===== config.mk =====
export PLATFORM = sky130hd
export DESIGN_NAME = ni_inject
export DESIGN_NICKNAME = d
export VERILOG_FILES = /design/src/rtl/ni_inject.sv
export SDC_FILE = /design/constraint.sdc
export NUM_CORES = 1
export LEC_CHECK = 0
export BUFFER_PORTS_ARGS = -buffer_cell sky130_fd_sc_hd__buf_4
export CAP_MARGIN = 20
export CORE_MARGIN = 4
export CORE_UTILIZATION = 60
export CTS_CLUSTER_SIZE = 14
export DETAILED_ROUTE_END_ITERATION = 10
export PLACE_DENSITY = 0.81
export SETUP_SLACK_MARGIN = 0.02
export SYNTH_ARGS = -nofsm -noshare
export SYNTH_HDL_FRONTEND = slang
export SYNTH_SLANG_ARGS = --single-unit
export TNS_END_PERCENT = 10

===== constraint.sdc =====
create_clock -name clk -period 6.4 [get_ports clk]
set_input_delay 0.64 -clock clk [delete_from_list [all_inputs] [get_ports clk]]
set_output_delay 0.64 -clock clk [all_outputs]
set_load 0.02 [all_outputs]

===== src/rtl/ni_inject.sv =====
// ni_inject: local network-interface injector feeding router local port 4.
// Core flits are staged in a small FIFO, a virtual channel is allocated per
// packet, and per-VC credits bound the number of flits in flight downstream.
// Build option: define NI_VC_RR_EN for round-robin VC allocation; when it is
// left undefined the lowest-index eligible VC wins.
module ni_inject #(
  parameter int DATAW      = 63,
  parameter int VCH        = 1,
  parameter int VCHW       = 0,
  parameter int BUFDEPTH   = 4,
  parameter int FIFO_DEPTH = 4
) (
  input  logic             clk,
  input  logic             rst_,
  input  logic [DATAW:0]   src_data,
  input  logic             src_valid,
  output logic             src_ready,
  output logic [DATAW:0]   odata,
  output logic             ovalid,
  output logic [VCHW:0]    ovch,
  input  logic [VCH:0]     iack,
  input  logic [VCH:0]     ilck,
  output logic             proto_err,
  output logic             cred_err
);

  localparam int NVC = VCH + 1;
  localparam int CW  = $clog2(BUFDEPTH + 1);
  localparam int AW  = (FIFO_DEPTH > 1) ? $clog2(FIFO_DEPTH) : 1;
  localparam int FCW = $clog2(FIFO_DEPTH + 1);

  localparam logic [0:0] ST_IDLE = 1'b0;
  localparam logic [0:0] ST_SEND = 1'b1;

  localparam logic [1:0] T_BODY = 2'b00;
  localparam logic [1:0] T_HEAD = 2'b01;
  localparam logic [1:0] T_TAIL = 2'b10;
  localparam logic [1:0] T_HT   = 2'b11;

  // ---------------- staging FIFO ----------------
  logic [DATAW:0] fifo_mem [FIFO_DEPTH];
  logic [AW-1:0]  wr_ptr_q, wr_ptr_d;
  logic [AW-1:0]  rd_ptr_q, rd_ptr_d;
  logic [FCW-1:0] fifo_cnt_q, fifo_cnt_d;
  logic           full, empty, push, pop;
  logic [DATAW:0] head_flit;
  logic [1:0]     head_type;

  assign full      = (fifo_cnt_q == FCW'(FIFO_DEPTH));
  assign empty     = (fifo_cnt_q == '0);
  assign src_ready = ~full;
  assign push      = src_valid & ~full;
  // The head is read combinationally so the pop decision and the registered
  // output happen in consecutive cycles (two-cycle core-to-router latency).
  assign head_flit = fifo_mem[rd_ptr_q];
  assign head_type = head_flit[DATAW:DATAW-1];

  // Payload storage; contents need no reset because the count gates reads.
  always_ff @(posedge clk) begin
    if (push) begin
      fifo_mem[wr_ptr_q] <= src_data;
    end
  end

  // Pointer and occupancy bookkeeping.
  always_comb begin
    wr_ptr_d   = push ? wr_ptr_q + 1'b1 : wr_ptr_q;
    rd_ptr_d   = pop  ? rd_ptr_q + 1'b1 : rd_ptr_q;
    fifo_cnt_d = fifo_cnt_q;
    case ({push, pop})
      2'b10:   fifo_cnt_d = fifo_cnt_q + 1'b1;
      2'b01:   fifo_cnt_d = fifo_cnt_q - 1'b1;
      default: fifo_cnt_d = fifo_cnt_q;
    endcase
  end

  // ---------------- per-VC credits ----------------
  logic [CW-1:0]  cred_q [NVC];
  logic [CW-1:0]  cred_d [NVC];
  logic [VCH:0]   send_v;
  logic [VCH:0]   ack_sat;
  logic [VCH:0]   elig;
  logic           send_en;
  logic [VCHW:0]  send_vc;

  genvar gi;
  generate
    for (gi = 0; gi < NVC; gi++) begin : g_vc
      assign send_v[gi]  = send_en && (send_vc == (VCHW+1)'(gi));
      assign ack_sat[gi] = iack[gi] && (cred_q[gi] == CW'(BUFDEPTH));
      assign elig[gi]    = (cred_q[gi] != '0) && !ilck[gi];
      // Send and return in the same cycle cancel; a return at full credit
      // saturates (and is flagged as an error).
      assign cred_d[gi]  = (iack[gi] == send_v[gi]) ? cred_q[gi] :
                           iack[gi] ? (ack_sat[gi] ? cred_q[gi] : cred_q[gi] + 1'b1) :
                                      cred_q[gi] - 1'b1;
    end
  endgenerate

  // ---------------- VC allocation ----------------
  logic          found;
  logic [VCHW:0] alloc_vc;

`ifdef NI_VC_RR_EN
  logic [VCHW:0] rr_q, rr_d;

  // Round-robin search starting at the rr pointer.
  always_comb begin
    int            idx;
    logic [VCHW:0] cand;
    idx      = 0;
    cand     = '0;
    found    = 1'b0;
    alloc_vc = '0;
    for (int i = 0; i < NVC; i++) begin
      idx = int'(rr_q) + i;
      if (idx >= NVC) idx = idx - NVC;
      cand = idx[VCHW:0];
      if (!found && elig[cand]) begin
        found    = 1'b1;
        alloc_vc = cand;
      end
    end
  end
`else
  // Fixed priority: scan downward so the lowest eligible index wins.
  always_comb begin
    logic [VCHW:0] cand;
    cand     = '0;
    found    = 1'b0;
    alloc_vc = '0;
    for (int i = NVC - 1; i >= 0; i--) begin
      cand = i[VCHW:0];
      if (elig[cand]) begin
        found    = 1'b1;
        alloc_vc = cand;
      end
    end
  end
`endif

  // ---------------- packet FSM ----------------
  logic [0:0]     state_q, state_d;
  logic [VCHW:0]  cur_vc_q, cur_vc_d;
  logic [DATAW:0] odata_q, odata_d;
  logic           ovalid_q, ovalid_d;
  logic [VCHW:0]  ovch_q, ovch_d;
  logic           proto_err_q, proto_err_d;
  logic           cred_err_q, cred_err_d;

  // Per-cycle pop/send decision and next output register values.
  always_comb begin
    state_d     = state_q;
    cur_vc_d    = cur_vc_q;
    odata_d     = odata_q;
    ovch_d      = ovch_q;
    ovalid_d    = 1'b0;
    proto_err_d = proto_err_q;
    cred_err_d  = cred_err_q | (|ack_sat);
    pop         = 1'b0;
    send_en     = 1'b0;
    send_vc     = cur_vc_q;
`ifdef NI_VC_RR_EN
    rr_d        = rr_q;
`endif
    case (state_q)
      ST_IDLE: begin
        if (!empty) begin
          if (head_type == T_HEAD || head_type == T_HT) begin
            if (found) begin
              pop      = 1'b1;
              send_en  = 1'b1;
              send_vc  = alloc_vc;
              odata_d  = head_flit;
              ovch_d   = alloc_vc;
              ovalid_d = 1'b1;
              if (head_type == T_HEAD) begin
                state_d  = ST_SEND;
                cur_vc_d = alloc_vc;
              end
`ifdef NI_VC_RR_EN
              rr_d = (alloc_vc == (VCHW+1)'(VCH)) ? '0 : alloc_vc + 1'b1;
`endif
            end
          end else begin
            // Stray body/tail with no open packet: drop it and flag.
            pop         = 1'b1;
            proto_err_d = 1'b1;
          end
        end
      end
      ST_SEND: begin
        // The VC is owned for the whole packet, so ilck is not consulted.
        if (!empty && cred_q[cur_vc_q] != '0) begin
          pop      = 1'b1;
          send_en  = 1'b1;
          send_vc  = cur_vc_q;
          odata_d  = head_flit;
          ovch_d   = cur_vc_q;
          ovalid_d = 1'b1;
          if (head_type == T_TAIL) begin
            state_d = ST_IDLE;
          end else if (head_type != T_BODY) begin
            // A new head inside a packet closes the current one.
            proto_err_d = 1'b1;
            state_d     = ST_IDLE;
          end
        end
      end
      default: state_d = ST_IDLE;
    endcase
  end

  // State registers with asynchronous reset discarding all traffic.
  always_ff @(posedge clk or posedge rst_) begin
    if (rst_) begin
      state_q     <= ST_IDLE;
      cur_vc_q    <= '0;
      odata_q     <= '0;
      ovalid_q    <= 1'b0;
      ovch_q      <= '0;
      proto_err_q <= 1'b0;
      cred_err_q  <= 1'b0;
      wr_ptr_q    <= '0;
      rd_ptr_q    <= '0;
      fifo_cnt_q  <= '0;
      for (int i = 0; i < NVC; i++) cred_q[i] <= CW'(BUFDEPTH);
`ifdef NI_VC_RR_EN
      rr_q        <= '0;
`endif
    end else begin
      state_q     <= state_d;
      cur_vc_q    <= cur_vc_d;
      odata_q     <= odata_d;
      ovalid_q    <= ovalid_d;
      ovch_q      <= ovch_d;
      proto_err_q <= proto_err_d;
      cred_err_q  <= cred_err_d;
      wr_ptr_q    <= wr_ptr_d;
      rd_ptr_q    <= rd_ptr_d;
      fifo_cnt_q  <= fifo_cnt_d;
      for (int i = 0; i < NVC; i++) cred_q[i] <= cred_d[i];
`ifdef NI_VC_RR_EN
      rr_q        <= rr_d;
`endif
    end
  end

  assign odata     = odata_q;
  assign ovalid    = ovalid_q;
  assign ovch      = ovch_q;
  assign proto_err = proto_err_q;
  assign cred_err  = cred_err_q;

endmodule


-- Word level (Yosys, flattened, before mapping)
Memory sizes are Yosys's and may differ from the RTL's.
Index checks and enable logic that the tools add are counted.
- add/sub/neg operators: 8
- order comparisons: 1
- equal/unequal tests: 19
- muxes and demuxes: 49
- bitwise logic cells: 9
- reduce and logical (&&, ||, !) cells: 23
- operators with widths (operator ; count):
    $mux 64 ; 4
    $pmux 64 s2 ; 1
    $mux 1 ; 30
    $mux 3 ; 7
    $ne 2x2->1 const B ; 7
    $pmux 1 s2 ; 6
    $reduce_and 5->1 ; 2
    $add 3x1->3 const B ; 3
    $eq 3x3->1 const B ; 3
    $reduce_bool 3->1 ; 3
    $sub 3x1->3 const B ; 3
    $logic_and 1x1->1 ; 7
    $eq 2x2->1 const B ; 3
    $not 1->1 ; 6
    $pmux 3 s2 ; 1
    $add 2x1->2 const B ; 2
    $eq 2x1->1 const B ; 2
    $ne 2x1->1 const B ; 2
    $reduce_and 2->1 ; 2
    $reduce_and 4->1 ; 1
    $reduce_bool 2->1 ; 2
    $logic_not 1->1 ; 3
    $logic_not 3->1 ; 1
    $eq 1x1->1 ; 2
    6 further kinds ; 6
- flip-flop bits (word level): 83
- RAM bits: 256
- bits of input ports: 71
- memories: 1
- memories (memory ; depth ; bits a word ; read ports ; clocked after memory_dff ; wr ports ; line ; RTL):
    fifo_mem ; 4 ; 64 ; 1 ; 0 ; 1 ; 41 ; logic [DATAW:0] fifo_mem [FIFO_DEPTH];

-- Longest topological paths before layout
Gate-level depths: netlist of run 1.
- word-level depth: 13
- mapped depth: 10
- depth with buffers taken out: 9

-- Worst setup path after synthesis of run 1
No wires, ideal clock.
- path kind: register to register
- start point: register fifo_cnt_q[0]
- end point: memory fifo_mem[1][0] in the netlist's numbering, enable pin
- setup time: 0.429 ns
- arrival time: 2.334 ns
- required time: 5.971 ns
- path slack: 3.637 ns
- stages on the path, launching flop included: 4
- path through: dfrtp_1 inv_1 nand3_1 and3_1
- cells in the longest elaborated chain, start to end: 5
- ends and longest elaborated chain (element ; line ; RTL):
    start: declaration ; 44 ; logic [FCW-1:0] fifo_cnt_q, fifo_cnt_d;
    start signal: assignment ; 241 ; fifo_cnt_q <= fifo_cnt_d;
    $eq 3x3->1 ; 49 ; assign full = (fifo_cnt_q == FCW'(FIFO_DEPTH));
    $not 1->1 ; n/a ;
    net src_ready ; 17 ; output logic src_ready,
    $and 1x1->1 ; 52 ; assign push = src_valid & ~full;
    $mux 1 ; 60 ; if (push) begin
    $mux 1 (implied by the code) ; 61 ; fifo_mem[wr_ptr_q] <= src_data;
    end: declaration ; 41 ;
The timed path passes the listed nets, and every way through them passes these cells.

-- Worst setup path in the final report of run 1
- start point: register rd_ptr_q[1]
- end point: register odata_q[61] (netlist: odata[61])
- cells in the longest elaborated chain, start to end: 5
- elaborated cells on any way between the ends: 11
- classes of those cells: eq/ne (3); mux (5); reduce/logical (2); memory (1)
- ends and longest elaborated chain (element ; line ; RTL):
    start: declaration ; 43 ; logic [AW-1:0] rd_ptr_q, rd_ptr_d;
    start signal: assignment ; 240 ; rd_ptr_q <= rd_ptr_d;
    $mem_v2 4x64 (*) ; n/a ;
    $eq 2x1->1, or another cell as far along ; 169 ; if (head_type == T_HEAD || head_type == T_HT) begin
    $logic_or 1x1->1 or $mux 64 (tied branches) ; 169 ;
    $ne 2x2->1 (no source line) or $mux 64 (tied branches) ; n/a ;
    $reduce_and 4->1 (no source line) or $pmux 64 s2 (tied branches) ; n/a ;
    end signal: assignment ; 234 ; odata_q <= odata_d;
    end: declaration ; 145 ; logic [DATAW:0] odata_q, odata_d;
Every way passes the cells marked *; elsewhere a longest branch is shown, timed or not. The select of a mux whose other input is x is not followed.
A chain may end at the register's enable or synchronous reset.

==> out/results.txt, run 1 <==
Sw Ratio: 0.309
Fmax achieved: 288 MHz
vias in the first global route: 6973
CTS buffer count: 35
Site Rows: 53
net switching power: 2.56 mW
Worst VDD drop: 0.292 mV
main combinational cell family by area after synthesis: multiplexers
cells after synthesis: 602
Critical Path Slowest Stage Cell: dfrtp_4
measured slew at the worst slew-check pin: 1.06 ns
Hold/Removal Path Class: input port to async pin
Crit path required time: 6.78 ns
final hold slack: 0.106 ns
result of the run: finished clean
post-synthesis mux area share: 0.186
drt total wl: 25400 microns
crit path from: rd_ptr_q[1]
depth of the worst register-to-register path: 5
Seq pwr share: 0.422
Netlist cell types: 49
post-synth net total: 681
setup TNS: 0 ns
dominant cell type by area after synthesis: edfxtp_1
top_reg_cell synth: edfxtp_1
Clock transition at path regs: 0.06 ns
syn avg cell area: 21.8 sq um
flop and latch count out of synthesis: 339
Place WS: 2.92 ns
setup bufs post-CTS: 0
detailed placer's ending HPWL: 14200 microns
Finished Core Util: 0.731
TritonCTS clock tree: yes
GPL Wtd Cong: 0.860
clock power share: 0.236
Post-Route M1 WL: 9800 microns
Total Nets Final: 834
Compound-Gate Fraction of Synth Area: 0.0208
IO buf count: 139
initial antenna violation count: 0
Via density: 5.94
wire length per cell: 24.1 microns
startpoint types: flip-flop
routed wl met2: 13300 microns
sequential area share after synthesis: 0.745
Pre-antenna DRT Iters: 5
type of the worst setup path: flip-flop to flip-flop
antenna viol nets, final: 0
worst skew pair latency: 0.50 ns
RSZ-0062 raised after global routing: false
share of Yosys cell area claimed by the top area cell type: 0.587
routed via count: 6276
highest metal used: met4
CTS resizes: 0
Synth async-reset ratio: 0.245
Crit. End Element: flip-flop
layout cell share with drive strength beyond 1: 0.430
Final Max Tran Viols: 0
Comb power frac: 0.342
Mapped Area: 0.0131 sq mm
slew margin rel.: 0.294
Leakage: 5.78 nW
Area Growth Syn to Fin: 18.5%
Hold-fix buffers, CTS: 0
critical path depth in cells: 5
xor/xnor share of the synthesized area: 0.00401
DRC: 0
htree depth: 2
Max Cap Violations: 0
post-layout instance area: 0.0155 sq mm
critical path arrival: 3.84 ns
Critical Path Max Stage Delay: 1.06 ns
post-route clock skew: 0.0152 ns
placed cell area: 0.0144 sq mm
P_int: 5.72 mW
I/O pin count: 140
synth top area cells: edfxtp_1, dfrtp_1, mux4_2
PwrDens: 533 mW/mm^2
die height: 156 microns
Final period util: 0.542
worst r2r src: rd_ptr_q[1]
initial DRC count: 534
gr usage total: 0.216
die area: 0.0243 sq mm
chip width: 156 microns
Overflow after GRT: 0
FF+latch area: 0.00977 sq mm
Hold Vio Cnt, Final: 0
CP Max Fanout: 65
top cell family by delay on the critical path: buffers and inverters
Bufs and invs on worst path: 2
worst path cell trace: mux4_2 -> a31oi_4 -> inv_4 -> buf_4 -> mux2_1
met3 wire length: 1620 microns
Layout fillers: 1226
Clock Tree Root: clkbuf_16
largest net degree at the start of global routing: 66
# clock sinks: 339
area of the multi-input gates: 0.00315 sq mm
CTS max path bufs: 3
synth warn: 0
Adder-Cell Fraction of Synth Area: 0.00936
Synth Area in Simple Gates: 0.0183
global-route wire length before repair: 39900 microns
PnR worst setup slack: 2.93 ns
setup violators final: 0
Initial Utilization: 0.617
fin crit period: 3.47 ns
EDFF count, synth: 256
Core Area: 0.0212 sq mm
[stage by stage]
| stage | power [mW] | instances |
|---|---|---|
| 2_1_floorplan | 5.52 | 602 |
| 3_3_place_gp | 6.21 | 992 |
| 3_5_place_dp | 6.36 | 993 |
| 4_1_cts | 8.37 | 1056 |
| 5_1_grt | 8.66 | 1056 |
| 6_report | 8.28 | 1057 |
[layout make-up]
type	count	area share
Tap cell	275	0.0222
Timing Repair Buffer	142	0.0700
Inverter	12	0.00322
Sequential cell	339	0.630
Clock inverter	13	0.00734
Multi-Input combinational cell	225	0.203
Antenna cell	1	0.000161
Clock buffer	50	0.0647
[cells by family after synthesis]
kind of cell / Yosys count
flops: 339
buf+inv: 38
compound gates: 31
simple gates: 47
mux: 133
fa+ha+maj: 8
xor+xnor: 6
[final timing paths]
| path | to | slack [ns] |
|---|---|---|
| setup / recovery | odata[61] | 2.93 |
| hold / removal | odata[62] | 0.11 |
| setup reg to reg | odata[61] | 2.93 |
| hold reg to reg | cred_err | 0.51 |
| max in group asynchronous | odata[51] | 5.65 |
| min in group clk | fifo_mem[1][3] | 0.34 |
[power groups by stage]
stage	clock (mW)	combinational [mW]	sequential (mW)
2_1_floorplan	0	1.97	3.55
3_3_place_gp	0	2.73	3.47
6_report	1.96	2.83	3.49
5_1_grt	2.10	3.01	3.56
3_5_place_dp	0	2.84	3.52
4_1_cts	2.00	2.87	3.50
[cell usage after synthesis, types with 5 or more instances]
cell type	instances
buf_2	9
buf_6	7
clkbuf_1	9
dfrtp_1	81
edfxtp_1	256
ha_1	5
inv_1	11
mux2_4	60
mux2i_1	5
mux4_2	64
nand2_1	12
nor2_1	13
nor3_1	8
[cells in the final DEF (no fill, tap or decap), types with 2 or more instances in the layout]
cell / instances
nand2_1: 12
dfrtp_4: 2
nor3_1: 8
mux2_1: 3
clkinv_2: 10
o22ai_1: 3
clkbuf_1: 10
xnor2_1: 3
mux4_2: 64
ha_1: 5
nor2_1: 13
and3_4: 4
fa_1: 3
mux2i_1: 5
o21ai_0: 2
a21oi_1: 4
xor2_1: 3
dfrtp_1: 79
dfstp_2: 2
inv_1: 10
a22oi_1: 2
a21o_1: 3
clkbuf_8: 3
edfxtp_1: 256
bufinv_16: 2
nor4_1: 2
mux2_4: 60
nand2b_1: 2
o211ai_1: 2
o2111ai_1: 3
clkbuf_16: 37
buf_4: 141
inv_4: 2
[registers in the layout, indices dropped and copies added (netlist names)]
name / flops
cred_err: 1
wr_ptr_q: 2
ovalid: 1
proto_err: 1
odata: 64
state_q: 1
fifo_mem: 256
ovch: 1
cred_q: 6
cur_vc_q: 1
rd_ptr_q: 2
fifo_cnt_q: 3
[per-layer routing]
layer  vias up  global-route usage
met4         0              0.0754
met3        50              0.0447
met1      3271               0.280
li1       2728                   -
met2       227               0.371
met5         -                   0
(Power assumes the default switching activity.)
==> inputs of run 2 (changes only) <==
CORE_UTILIZATION = 58   (was 60)
PLACE_DENSITY = 0.79   (was 0.81)
clock period = 3.5 ns   (was 6.4 ns; I/O delays follow)
==> run 2 against run 1 <==
Compared with the run above:
- sequential cell count did not move
- via count fell by 0.19%
- count of clock-buffer cells in the layout rose by 1
- first-iteration DRC count fell by 36%
- register-to-register slack got worse by 2.0 ns
- critical path depth rose by 1
- global-route usage fell by 1.1 points
- largest cell class unchanged
- largest power group unchanged
==> out/results.txt, run 2 (synthesis results as in run 1) <==
Total Nets Final: 840 (was 834)
I/O pin count: 140 (unchanged)
Comb power frac: 0.352 (was 0.342)
vias in the first global route: 6918 (was 6973)
initial antenna violation count: 0 (unchanged)
Pwr Total: 15.4 mW (was 8.28 mW)
Hold/Removal Path Class: input port to flip-flop (was input port to async pin)
clock power share: 0.251 (was 0.236)
Finished Core Util: 0.712 (was 0.731)
result of the run: finished clean (unchanged)
type of the worst setup path: flip-flop to flip-flop (unchanged)
gr usage total: 0.205 (was 0.216)
Pre-antenna DRT Iters: 5 (unchanged)
Final Max Tran Viols: 0 (unchanged)
global-route wire length before repair: 38900 microns (was 39900 microns)
top cell family by delay on the critical path: buffers and inverters (unchanged)
PnR worst setup slack: 0.928 ns (was 2.93 ns)
setup violators final: 0 (unchanged)
worst path cell trace: nor3_4 -> a2111oi_4 -> a31oi_4 -> inv_4 -> buf_4 -> mux2_4 (was mux4_2 -> a31oi_4 -> inv_4 -> buf_4 -> mux2_1)
Critical Path Max Stage Delay: 0.62 ns (was 1.06 ns)
final hold slack: 0.0305 ns (was 0.106 ns)
Layout fillers: 1288 (was 1226)
most frequent cells in the layout: edfxtp_1, buf_4, dfrtp_1 (unchanged)
area of the multi-input gates: 0.00315 sq mm (unchanged)
CTS buffer count: 35 (unchanged)
FF+latch area: 0.00977 sq mm (unchanged)
Initial Utilization: 0.595 (was 0.617)
Site Rows: 54 (was 53)
CP Max Fanout: 28 (was 65)
Crit. End Element: flip-flop (unchanged)
setup TNS: 0 ns (unchanged)
slew margin rel.: 0.297 (was 0.294)
detailed placer's ending HPWL: 14400 microns (was 14200 microns)
post-route clock skew: 0.0210 ns (was 0.0152 ns)
layout cell share with drive strength beyond 1: 0.437 (was 0.430)
Overflow after GRT: 0 (unchanged)
net switching power: 4.69 mW (was 2.56 mW)
P_int: 10.8 mW (was 5.72 mW)
routed via count: 6264 (was 6276)
IO buf count: 139 (unchanged)
Bufs and invs on worst path: 2 (unchanged)
Fmax achieved: 389 MHz (was 288 MHz)
Hold Vio Cnt, Final: 0 (unchanged)
PwrDens: 985 mW/mm^2 (was 533 mW/mm^2)
ANT cells: 0 (was 1)
Leakage: 5.85 nW (was 5.78 nW)
GPL Wtd Cong: 0.762 (was 0.860)
die height: 158 microns (was 156 microns)
# clock sinks: 339 (unchanged)
Max Cap Violations: 0 (unchanged)
CTS resizes: 0 (unchanged)
largest net degree at the start of global routing: 65 (was 66)
Clock Tree Root: clkbuf_16 (unchanged)
Final period util: 0.735 (was 0.542)
Core Area: 0.0220 sq mm (was 0.0212 sq mm)
commonest non-fill, non-tap cell in the layout: edfxtp_1 (unchanged)
wire length per cell: 23.2 microns (was 24.1 microns)
critical path arrival: 2.96 ns (was 3.84 ns)
Crit path required time: 3.89 ns (was 6.78 ns)
die area: 0.0251 sq mm (was 0.0243 sq mm)
RSZ-0062 raised after global routing: false (unchanged)
Critical Path Slowest Stage Cell: dfstp_2 (was dfrtp_4)
TritonCTS clock tree: yes (unchanged)
CTS max path bufs: 3 (unchanged)
DRC: 0 (unchanged)
Seq pwr share: 0.397 (was 0.422)
worst skew pair latency: 0.51 ns (was 0.50 ns)
max FFs per register: 256 (unchanged)
antenna viol nets, final: 0 (unchanged)
initial DRC count: 341 (was 534)
startpoint types: flip-flop (unchanged)
fin crit period: 2.57 ns (was 3.47 ns)
htree depth: 2 (unchanged)
Worst VDD drop: 0.529 mV (was 0.292 mV)
chip width: 158 microns (was 156 microns)
drt total wl: 24800 microns (was 25400 microns)
Place WS: 0.940 ns (was 2.92 ns)
Sw Ratio: 0.304 (was 0.309)
Via density: 5.87 (was 5.94)
Biggest register: fifo_mem (unchanged)
Area Growth Syn to Fin: 19.7% (was 18.5%)
measured slew at the worst slew-check pin: 1.05 ns (was 1.06 ns)
Clock transition at path regs: 0.06 ns (about the same)
-- run 2: cell types whose count changed in the layout (fill, tap and decap cells not counted), moves of 4 or more --
cell | before | now
buf_4 | 141 | 146
clkinv_2 | 10 | 3
clkbuf_8 | 3 | 8
clkbuf_1 | 10 | 6
-- run 2: final timing paths --
| path | start | to | slack (ns) | depth (start not counted) |
|---|---|---|---|---|
| setup / recovery | cred_q[2] | odata[51] | 0.93 | 6 |
| hold / removal | src_data[14] | fifo_mem[3][14] | 0.03 | 1 |
| setup reg to reg | cred_q[2] | odata[51] | 0.93 | 6 |
| hold reg to reg | cred_err | cred_err | 0.47 | 2 |
| max in group asynchronous | rst_ | odata[6] | 2.16 | 4 |
| min in group asynchronous | rst_ | odata[41] | 0.51 | 3 |
-- run 2: area by class of cell --
cell class / instances / area share
clock buffer: 51 / 0.0675
multi-input combinational: 225 / 0.201
clock inverter: 13 / 0.0116
tap: 280 / 0.0223
timing repair buffer: 148 / 0.0718
sequential: 339 / 0.623
inverter: 12 / 0.00319
-- run 2: power groups by stage --
stage	Clock [mW]	Sequential [mW]	Combinational, mW
detailed placement	0	6.18	5.52
global route	4.13	6.23	5.83
finish	3.88	6.13	5.44
CTS	3.96	6.13	5.54
floorplan	0	6.48	3.61
global placement	0	6.13	5.33
-- run 2: metrics by stage --
stage / cell area (sq um) / instances
finish: 15700 / 1068
detailed placement: 14400 / 1003
CTS: 15700 / 1068
global route: 15700 / 1068
floorplan: 13100 / 602
global placement: 14400 / 1003
-- run 2: routing by layer --
layer,global-route usage,vias to the layer above,part of all wire
met2,0.347,188,0.52
met4,0.0467,0,0.015
met3,0.0462,32,0.061
met1,0.278,3303,0.41
met5,0,-,0
li1,-,2741,-
-- run 2: repair_timing --
| action | 4_1_cts | 5_1_grt |
|---|---|---|
| setup buffers | 0 | 0 |
| hold endpoints to repair | 43 | 0 |
| hold buffers | 1 | 0 |
